[config.mk]
export PLATFORM = sky130hd
export DESIGN_NAME = rcon_seq
export DESIGN_NICKNAME = d
export VERILOG_FILES = /design/src/rtl/rcon_seq.sv
export SDC_FILE = /design/constraint.sdc
export NUM_CORES = 1
export LEC_CHECK = 0
export ABC_CLOCK_PERIOD_IN_PS = 1700
export BUFFER_PORTS_ARGS = -buffer_cell sky130_fd_sc_hd__buf_2
export CAP_MARGIN = 0
export CORE_UTILIZATION = 40
export DETAILED_ROUTE_END_ITERATION = 12
export PLACE_DENSITY = 0.67
export RECOVER_POWER = 25
export SLEW_MARGIN = 20
export SYNTH_ARGS = -nofsm -noshare
export SYNTH_HDL_FRONTEND = slang
export SYNTH_SLANG_ARGS = --single-unit
[constraint.sdc]
create_clock -name clk -period 1.7 [get_ports clk]
set_input_delay 0.17 -clock clk [delete_from_list [all_inputs] [get_ports clk]]
set_output_delay 0.17 -clock clk [all_outputs]
set_load 0.05 [all_outputs]
[src/rtl/rcon_seq.sv]
// rcon_seq: sequential AES round-constant generator.
// Emits {rc,24'h0} one word per accepted handshake, forward (rc_1..rc_N)
// or reverse (rc_N..rc_1). All outputs come straight from registers.
module rcon_seq #(
  parameter int NUM_RCON = 10
) (
  input  logic        clk,
  input  logic        rst_n,
  input  logic        start,
  input  logic        mode,
  input  logic        clear,
  input  logic        advance,
  output logic        ready,
  output logic        valid,
  output logic [31:0] word,
  output logic [3:0]  index,
  output logic        last,
  output logic        done
);

  // GF(2^8) multiply by x, reduction polynomial 0x11b
  function automatic logic [7:0] xtime(input logic [7:0] v);
    return {v[6:0], 1'b0} ^ (v[7] ? 8'h1b : 8'h00);
  endfunction

  // GF(2^8) divide by x; the low bit set means 0x1b was folded in
  function automatic logic [7:0] inv_xtime(input logic [7:0] v);
    return v[0] ? (({1'b0, v[7:1]} ^ 8'h0d) | 8'h80) : {1'b0, v[7:1]};
  endfunction

  // rc_N, the first word of a reverse sequence
  function automatic logic [7:0] calc_rc_last(input int n);
    logic [7:0] r;
    r = 8'h01;
    for (int i = 1; i < n; i++) r = xtime(r);
    return r;
  endfunction

  localparam logic [7:0] RC_LAST = calc_rc_last(NUM_RCON);
  localparam logic [3:0] NR      = 4'(NUM_RCON);
  localparam logic [3:0] NR_M1   = 4'(NUM_RCON - 1);

  // the constant table only reaches 14 entries before rc would wrap
  generate
    if (NUM_RCON < 1 || NUM_RCON > 14) begin : g_bad_num_rcon
      $error("rcon_seq: NUM_RCON must be in 1..14");
    end
  endgenerate

  typedef enum logic {IDLE, RUN} state_t;

  state_t     state;
  logic [7:0] rc;
  logic       rev;

  // word is a pure wiring of the rc register, so it stays registered
  assign word = {rc, 24'h000000};

  // sequencer: start loads the first constant, advance steps, clear aborts
  always_ff @(posedge clk or negedge rst_n) begin
    if (!rst_n) begin
      state <= IDLE;
      ready <= 1'b1;
      valid <= 1'b0;
      rc    <= 8'h00;
      index <= 4'd0;
      last  <= 1'b0;
      done  <= 1'b0;
      rev   <= 1'b0;
    end else begin
      done <= 1'b0;
      case (state)
        IDLE: begin
          if (start) begin
            state <= RUN;
            ready <= 1'b0;
            valid <= 1'b1;
            rev   <= mode;
            last  <= (NR == 4'd1);
            if (mode) begin
              rc    <= RC_LAST;
              index <= NR;
            end else begin
              rc    <= 8'h01;
              index <= 4'd1;
            end
          end
        end
        RUN: begin
          if (clear) begin
            state <= IDLE;
            ready <= 1'b1;
            valid <= 1'b0;
            rc    <= 8'h00;
            index <= 4'd0;
            last  <= 1'b0;
          end else if (advance) begin
            if (last) begin
              state <= IDLE;
              ready <= 1'b1;
              valid <= 1'b0;
              rc    <= 8'h00;
              index <= 4'd0;
              last  <= 1'b0;
              done  <= 1'b1;
            end else if (rev) begin
              rc    <= inv_xtime(rc);
              index <= index - 4'd1;
              last  <= (index == 4'd2);
            end else begin
              rc    <= xtime(rc);
              index <= index + 4'd1;
              last  <= (index == NR_M1);
            end
          end
        end
        default: state <= IDLE;
      endcase
    end
  end

endmodule

==> metrics.md <==
| Metric | Value |
|---|---|
| Switching pwr | 1130 uW |
| Final ANT Viol Nets | 0 |
| Avg Vias per Cell | 4.88 |
| Total core area | 2830 um^2 |
| Main synth FF type | dfrtp_1 |
| Fin. max-slew vios | 0 |
| Buf/Inv on CP | 0 |
| HPWL Detailed | 1.85 mm |
| Sw frac | 52.4% |
| Via count | 927 |
| Number of enable flip-flop cells after synthesis | 0 |
| Sum Neg Setup Slack | 0 ns |
| Clock Skew | 0.0104 ns |
| Avg WL per Cell | 12.8 um |
| Gate power share | 56.5% |
| # port buffers | 21 |
| Sequential group share of total power | 33.4% |
| DP Worst Slack | 0.0971 ns |
| Postcts setup bufs | 0 |
| Cells after Synth | 137 |
| CP endpoint kind | register |
| Starting density of the core | 43.3% |
| Count of final hold-check violations | 0 |
| Final worst path period share | 94.2% |
| Placer's final routability congestion estimate | 0.835 |
| Crit-path slowest cell | dfrtp_2 |
| Initial antenna violation count | 0 |
| Remaining DRCs | 3 |
| R2R depth | 5 |
| Req. time, crit path | 1.92 ns |
| FF-to-FF Start | index[1] |
| Crit-path cells | ha_4 -> a211o_1 -> a21o_2 -> a31o_1 -> a22oi_2 |
| Internal power | 1030 uW |
| Ys async rst share | 100% |
| Placed inst area | 1290 um^2 |
| Total Routing Usage GR | 16.4% |
| Mapped cell area | 1220 um^2 |
| CTS sink cnt | 18 |
| Root Driver | clkbuf_4 |
| Synth cell types | 37 |
| Die extent in x | 57.3 um |
| Failing checks | DRC |
| Peak VDD IR | 0.571 mV |
| Post-synthesis register bit count | 18 |
| Status | finished with violations |
| RSZ-0062 raised after global routing | no |
| Crit Reg-Reg Endpoint | index[3] |
| Hold_sp | start |
| CP max FO | 4 |
| Clk pwr share | 10.1% |
| CTS Buf Count | 3 |
| Rows | 19 |
| DR pass1 iterations | 8 |
| Clk_lat worst skew | 0.29 ns |
| Tmin final | 1.60 ns |
| Power Density | 1630 nW/um^2 |
| Critical path launch point type | register |
| Number of global-route vias before repair | 928 |
| Die H | 57.3 um |
| CTS max path bufs | 2 |
| Slew margin rel. | 36.6% |
| WP data arrival | 1.82 ns |
| R2r setup slk | 0.1 ns |
| Htree depth | 1 |
| Total routed wirelength | 2.42 mm |
| Commonest non-fill, non-tap cell in the layout | conb_1 |
| I/O pins | 46 |
| # diodes | 0 |
| FMAX | 0.624 GHz |
| Leakage | 0.000642 uW |
| First-pass GRT wire length | 4.18 mm |
| Min-Delay Path Class | primary input to register |
| Setup Viol. Count Final | 0 |
| Worst-margin pin slew | 0.951 ns |
| CP Class | register to register |
| Layout cells sized above 1 | 25.2% |
| Largest net degree at the start of global routing | 20 |
| Die area | 3280 um^2 |
| Final instance area | 1320 um^2 |
| Initial drt markers | 32 |
| Seq/Total Area, Yosys | 36.9% |
| Worst-path clk slew | 0.11 ns |
| Warning count from the yosys run | 0 |
| Worst setup margin | 0.0985 ns |
| Final std cells w/o fill | 190 |
| CTS tree | done |
| Syn avg cell area | 8.93 um^2 |
| Final nets | 169 |
| Commonest non-fill, non-tap cells in the layout | 24 x conb_1, 20 x buf_2, 19 x nand2_1 |
| Synthesis-to-finish area growth | 8.08% |
| Crit-path leading delay family | compound AO/OA/AOI/OAI gates |
| CP peak stage delay | 0.46 ns |
| Grt ovf | 0 |
| Hold Path Sink | valid |
| Placed cell count | 185 |
| Max cap viols | 0 |
| Hold-critical path depth | 3 |
==> cells in the mapped netlist (2+ instances only) <==
cell type | number | area, um^2
o21ai_0 | 9 | 45.0
inv_1 | 2 | 7.51
nand2_1 | 19 | 71.3
clkbuf_1 | 2 | 7.51
buf_2 | 2 | 10.0
mux2i_1 | 3 | 30.0
ha_1 | 2 | 25.0
xnor2_1 | 6 | 52.6
o31ai_1 | 3 | 22.5
a21oi_1 | 11 | 55.1
nor2_1 | 10 | 37.5
dfrtp_1 | 17 | 425
nand3_1 | 3 | 15.0
buf_4 | 25 | 188
==> worst register-to-register path, stage by stage, from the launching register on <==
cell and delay (ns):
dfrtp_2 0.46, ha_4 0.26, a211o_1 0.31, a21o_2 0.20
a31o_1 0.21, a22oi_2 0.11
==> cells by family (layout without fill, tap and decap cells) <==
| kind of cell | Yosys count | in the layout | synth area share [%] |
|---|---|---|---|
| buffers and inverters | 32 | 31 | 18.3 |
| DFF | 18 | 18 | 36.9 |
| other | 1 | 24 | 0.306 |
| muxes | 3 | 3 | 2.45 |
| AOI/OAI and AO/OA | 33 | 33 | 17.7 |
| adders and majority gates | 3 | 3 | 3.68 |
| and+or+nand+nor | 40 | 40 | 15.6 |
| xor gates and xnor gates | 7 | 7 | 5.01 |
==> registers in the layout, indices dropped and copies added, names as in the netlist <==
name	count
rc	8
index	4
done	1
last	1
ready	1
rev	1
state	1
valid	1
==> timing repair <==
item                                   in CTS  in global routing
hold buffers                                1                  0
endpoints found under the hold margin      17                  0
resized for setup                           0                  0
==> metal layers <==
| layer | vias up | GRT usage [%] | wire length [um] |
|---|---|---|---|
| met4 | 0 | 8.01 | 27 |
| met1 | 443 | 21.4 | 1100 |
| met2 | 19 | 27.4 | 1240 |
| li1 | 463 | - | - |
| met3 | 2 | 1.59 | 59 |
| met5 | - | 0 | 0 |
==> power groups by stage <==
stage	clock network (uW)	registers (uW)	logic, uW
after floorplan	0	1030	703
after global placement	0	713	1190
after detailed placement	0	729	1210
after CTS	227	719	1220
after global routing	250	742	1310
final	219	719	1220
==> final cells by class <==
type,count,area [um^2]
tap,31,38.8
multi-input combinational,110,659
clock buffer,4,26.3
timing repair buffer,25,136
inverter,2,7.51
sequential,18,454
fill,274,1510
==> worst max-delay path by stage <==
| stage | startpoint | slack (ns) | depth (start not counted) | end |
|---|---|---|---|---|
| 3_5_place_dp | index[1] | 0.1 | 5 | index[3] |
| 2_1_floorplan | index[1] | 0.02 | 5 | index[3] |
| 6_report | index[1] | 0.1 | 5 | index[3] |
| 3_3_place_gp | index[1] | 0.15 | 5 | index[3] |
| 4_1_cts | index[1] | 0.09 | 5 | index[3] |
| 5_1_grt | index[1] | 0.03 | 5 | index[3] |
==> per-stage QoR <==
step                      util, %  hold WS [ns]  power, uW
after floorplan                 -        -0.126       1730
after global placement       45.5         0.122       1900
after detailed placement     45.5         0.123       1940
after CTS                    46.8         0.189       2170
after global routing         46.7         0.220       2310
final                        46.7         0.208       2150
No activity file was read; power rests on OpenSTA's default activity.
